==> src/rtl/hit_resolver.sv <==
// Defender-side hit resolution: range check, one connect per attack, block/hit stun, health and KO.
// Optional combo counter is built when HIT_RESOLVER_COMBO_EN is defined; otherwise combo_count is tied to 0.
module hit_resolver #(
  parameter int unsigned SPRITE_W    = 64,
  parameter int unsigned REACH_N     = 32,
  parameter int unsigned REACH_D     = 40,
  parameter int unsigned HITSTUN_N   = 12,
  parameter int unsigned HITSTUN_D   = 15,
  parameter int unsigned BLOCKSTUN_N = 8,
  parameter int unsigned BLOCKSTUN_D = 10,
  parameter int unsigned HEALTH_INIT = 3
) (
  input  logic       clk,
  input  logic       reset,
  input  logic       play_active,
  input  logic [3:0] atk_state,
  input  logic       atk_dir,
  input  logic [9:0] atk_x,
  input  logic [9:0] def_x,
  input  logic [3:0] def_state,
  output logic       hit_pulse,
  output logic       block_pulse,
  output logic [1:0] def_stun,
  output logic [4:0] stun_left,
  output logic [1:0] health,
  output logic       ko,
  output logic [3:0] combo_count
);

  localparam int unsigned XW    = 10;
  localparam int unsigned GW    = 11;
  localparam int unsigned STUNW = 5;
  localparam int unsigned HPW   = 2;
  localparam int unsigned CW    = 4;

  localparam logic [3:0] ATK_ACTIVE   = 4'd6;
  localparam logic [3:0] DEF_BACKWARD = 4'd2;

  typedef enum logic [1:0] {
    ST_NORMAL    = 2'd0,
    ST_HITSTUN   = 2'd1,
    ST_BLOCKSTUN = 2'd2,
    ST_KO        = 2'd3
  } stun_e;

  stun_e                  stun_q;
  logic                   connected;
  logic signed [GW-1:0]   gap_c;
  logic signed [GW-1:0]   reach_c;
  logic                   in_range_c;
  logic                   atk_active_c;
  logic                   contact_c;
  logic                   blocked_c;
  logic [HPW-1:0]         health_dec_c;
  logic [STUNW-1:0]       hit_load_c;
  logic [STUNW-1:0]       block_load_c;

  // Signed gap between attacker front edge and defender left edge; overlap counts as in range.
  always_comb begin
    gap_c        = $signed({1'b0, atk_x});
    reach_c      = atk_dir ? $signed(GW'(REACH_D)) : $signed(GW'(REACH_N));
    in_range_c   = 1'b0;
    gap_c        = $signed({1'b0, def_x}) - $signed({1'b0, atk_x}) - $signed(GW'(SPRITE_W));
    in_range_c   = (gap_c < 0) || (gap_c <= reach_c);
  end

  always_comb begin
    atk_active_c = (atk_state == ATK_ACTIVE);
    contact_c    = play_active && atk_active_c && in_range_c && !connected && (stun_q != ST_KO);
    blocked_c    = ((def_state == DEF_BACKWARD) || (stun_q == ST_BLOCKSTUN)) && (stun_q != ST_HITSTUN);
    health_dec_c = (health == '0) ? '0 : health - HPW'(1);
    hit_load_c   = atk_dir ? STUNW'(HITSTUN_D)   : STUNW'(HITSTUN_N);
    block_load_c = atk_dir ? STUNW'(BLOCKSTUN_D) : STUNW'(BLOCKSTUN_N);
  end

  // Defender stun FSM, health and pulses; contact has priority over the countdown.
  always_ff @(posedge clk) begin
    if (reset) begin
      stun_q      <= ST_NORMAL;
      stun_left   <= '0;
      health      <= HPW'(HEALTH_INIT);
      ko          <= 1'b0;
      hit_pulse   <= 1'b0;
      block_pulse <= 1'b0;
      connected   <= 1'b0;
    end else begin
      hit_pulse   <= 1'b0;
      block_pulse <= 1'b0;

      if (!atk_active_c) begin
        connected <= 1'b0;
      end else if (contact_c) begin
        connected <= 1'b1;
      end

      if (contact_c) begin
        if (blocked_c) begin
          block_pulse <= 1'b1;
          stun_q      <= ST_BLOCKSTUN;
          stun_left   <= block_load_c;
        end else begin
          hit_pulse <= 1'b1;
          health    <= health_dec_c;
          if (health_dec_c == '0) begin
            stun_q    <= ST_KO;
            stun_left <= '0;
            ko        <= 1'b1;
          end else begin
            stun_q    <= ST_HITSTUN;
            stun_left <= hit_load_c;
          end
        end
      end else if ((stun_q == ST_HITSTUN) || (stun_q == ST_BLOCKSTUN)) begin
        if (stun_left > STUNW'(1)) begin
          stun_left <= stun_left - STUNW'(1);
        end else begin
          stun_q    <= ST_NORMAL;
          stun_left <= '0;
        end
      end
    end
  end

  assign def_stun = stun_q;

`ifdef HIT_RESOLVER_COMBO_EN
  logic hit_expire_c;

  always_comb begin
    hit_expire_c = !contact_c && (stun_q == ST_HITSTUN) && (stun_left <= STUNW'(1));
  end

  // Consecutive unblocked hits landed while the defender is still in hitstun.
  always_ff @(posedge clk) begin
    if (reset) begin
      combo_count <= '0;
    end else if (contact_c && !blocked_c) begin
      if (stun_q == ST_HITSTUN) begin
        if (combo_count != '1) begin
          combo_count <= combo_count + CW'(1);
        end
      end else begin
        combo_count <= CW'(1);
      end
    end else if (hit_expire_c) begin
      combo_count <= '0;
    end
  end
`else
  assign combo_count = '0;
`endif

endmodule

==> config.mk <==
export PLATFORM = sky130hd
export DESIGN_NAME = hit_resolver
export DESIGN_NICKNAME = d
export VERILOG_FILES = /design/src/rtl/hit_resolver.sv
export SDC_FILE = /design/constraint.sdc
export NUM_CORES = 1
export LEC_CHECK = 0
export BUFFER_PORTS_ARGS = -buffer_cell sky130_fd_sc_hd__buf_2
export CAP_MARGIN = 20
export CORE_AREA = 2 2 73 75
export CTS_CLUSTER_SIZE = 28
export DETAILED_ROUTE_END_ITERATION = 10
export DIE_AREA = 0 0 75 77
export SLEW_MARGIN = 40
export SYNTH_ARGS = -nofsm -noshare
export SYNTH_HDL_FRONTEND = slang
export SYNTH_SLANG_ARGS = --single-unit
==> constraint.sdc <==
create_clock -name clk -period 3.4 [get_ports clk]
set_input_delay 0.51 -clock clk [delete_from_list [all_inputs] [get_ports clk]]
set_output_delay 0.51 -clock clk [all_outputs]
set_load 0.05 [all_outputs]
==> flow_summary.toml <==
[critical_path]
required_ns = 3.52
cp_top_family = "adder cells"
reg2reg_depth = 7
crit_start = "atk_x[1]"
rr_startpoint = "def_stun[0]"
crit_buf_inv = 3
crit_fanout = 4
crit_cells = 14
reg2reg_slack_ns = 1.64
endpoint_kind = "register"
crit_top_cell = "ha_1"
crit_chain = "buf_2 -> inv_1 -> ha_1 -> ha_1 -> inv_1 -> fa_1 -> xor2_1 -> ha_1 -> and4b_1 -> o22ai_1 -> a21oi_1 -> nand4_2 -> a21oi_2 -> mux2_1"
critPathLaunchType = "primary input"
cp_slowest_stage_delay_ns = 0.39
criticalPathCategory = "primary input to register"
cp_slowest_cell = "fa_1"
worstPathArrival_ns = 3.22

[finish]
num_antenna_cells = 0
multiInputGateArea_um2 = 1060
layout_common_cells = "43 x buf_2, 26 x inv_1, 25 x ha_1"
layout_commonest_cell = "buf_2"
syn_to_final_growth_pct = 24.2
regArea_um2 = 260
fin_nets = 279
drive_gt1_share_pct = 28.2
finalInstanceArea_um2 = 1780
fillers = 548

[die]
rows = 26
coreArea_um2 = 4980
dieWidth_um = 75
initial_core_util_pct = 28.7
io_pins = 48
dieArea_um2 = 5780
die_y_um = 77

[synthesis]
syn_avg_cell_area_um2 = 8.27
ys_seq_area_share_pct = 18.2
synthArstFlopShare_pct = 0
ys_ff_latch = 13
ys_types = 52
synth-edff-count = 0
syn-cell-area_um2 = 1430
synth-main-ff-cell = "dfxtp_1"
yosysWarnings = 0
netlist_instances = 173

[route]
wl_per_cell_um = 10.0
viasPerCell = 4.57
final_antenna_net_count = 0
drc = 0
dr.pass1.iters = 4
vias = 1326
drt_wl_total_um = 2910
initialDrtViolationCount = 27

[sta]
tightest_slew_ns = 0.526
relSlewSlack_pct = 64.6
timing.setup.tns_ns = 0
post-route-period-util_pct = 91.1
fin_crit_ns = 3.10
skew_ns = 0.00174
setup_viol = 0
hold_viol = 0
max_freq_mhz = 323
drv_slew = 0
rsz0062_at_grt = "false"
fin_hold_ws_ns = 0.496

[global_route]
antenna_found_initial = 0
grt_overflow_total = 0
grt_max_degree = 15
grt_pass1_vias = 1216
grt_usage_pct = 10.6
grt_pass1_wl_um = 4950

[clock_tree]
clk_pin_slew_ns = 0.05
cts_resized = 0
cts_setup_buffers = 0
clock_path_buffers = 2
ctsHoldBuffers = 0
clk_latency_ns = 0.24
cts_tree = "done"
cts_sinks = 13
cts_buffers = 3
clk_root_buffer_cell = "clkbuf_8"
cts_max_level = 1

[power]
vdd_drop_max_v = 0.000104
power.leakage_nw = 0.866
power-per-cell-area_nw_per_um2 = 278

[placement]
dpl_cell_area_um2 = 1730
hpwl_um = 2450
gp_routability_congestion = 0.760
port_buffers = 43

[hold_path]
hold_depth = 1
hp-start = "ko"
hold_path.class = "register to register"

[run_status]
status = "finished clean"

[run]
cap_violations = 0
per-layer routing:
layer | vias up | routed length, um | GRT usage [%]
met5 | - | 0 | 0
met4 | 0 | 31 | 2.68
met3 | 2 | 145 | 2.23
met2 | 29 | 1280 | 17.0
met1 | 587 | 1450 | 14.1
li1 | 708 | - | -
sequential cells by signal, summed over array words and instances, names as in the netlist:
register,cells
stun_left,5
def_stun,2
health,2
block_pulse,1
connected,1
hit_pulse,1
ko,1
worst paths after layout:
path                        to
hold reg to reg             ko
setup / recovery   def_stun[0]
hold / removal              ko
setup reg to reg  stun_left[4]
kinds of logic after synthesis:
kind of cell | after synthesis | share of synthesized area, %
and+or+nand+nor | 54 | 22.0
DFF | 13 | 18.2
AOI/OAI and AO/OA | 39 | 21.2
muxes | 3 | 2.27
buffers and inverters | 31 | 9.19
adders and majority gates | 26 | 23.3
other | 1 | 0.262
xor gates and xnor gates | 6 | 3.67
metrics by stage:
stage | power [mW] | setup slack (ns) | cells | util [%]
global route | 0.535 | 0.117 | 290 | 35.7
floorplan | 0.319 | 0.251 | 176 | -
CTS | 0.500 | 0.309 | 290 | 35.6
detailed placement | 0.363 | 0.0643 | 286 | 34.7
global placement | 0.363 | 0.118 | 286 | 34.7
finish | 0.493 | 0.302 | 290 | 35.7
area by class of cell:
class | instances | share of cell area, %
repair buffers | 45 | 13.0
flip-flops and latches | 13 | 14.6
clock buffers | 4 | 2.54
well taps | 70 | 4.93
multi-input cells | 132 | 59.4
inverters | 26 | 5.49
power by group:
group          internal, mW  switching (mW)
Sequential            0.154         0.00184
Combinational        0.0861           0.117
Clock                0.0826          0.0519
Total                 0.323           0.170
worst reg2reg max path: stages (launching register included):
cell      delay, ns
dfxtp_1        0.39
inv_1          0.06
ha_1           0.38
nand2b_1       0.20
or3_1          0.33
nor3_1         0.14
a21oi_1        0.06
nor3_1         0.12
synthesized netlist by cell type (all sizes together) (4+ instances only):
library cell	instances	share of area [%]
o21ai	4	2.2
buf	4	2.1
inv	26	6.8
xor2	4	2.4
dfxtp	13	18
nor3	9	3.1
nor2	13	3.4
a21oi	14	5.4
and3	4	1.8
nand3	5	1.7
ha	25	22
Power figures use the tool's default switching activity.
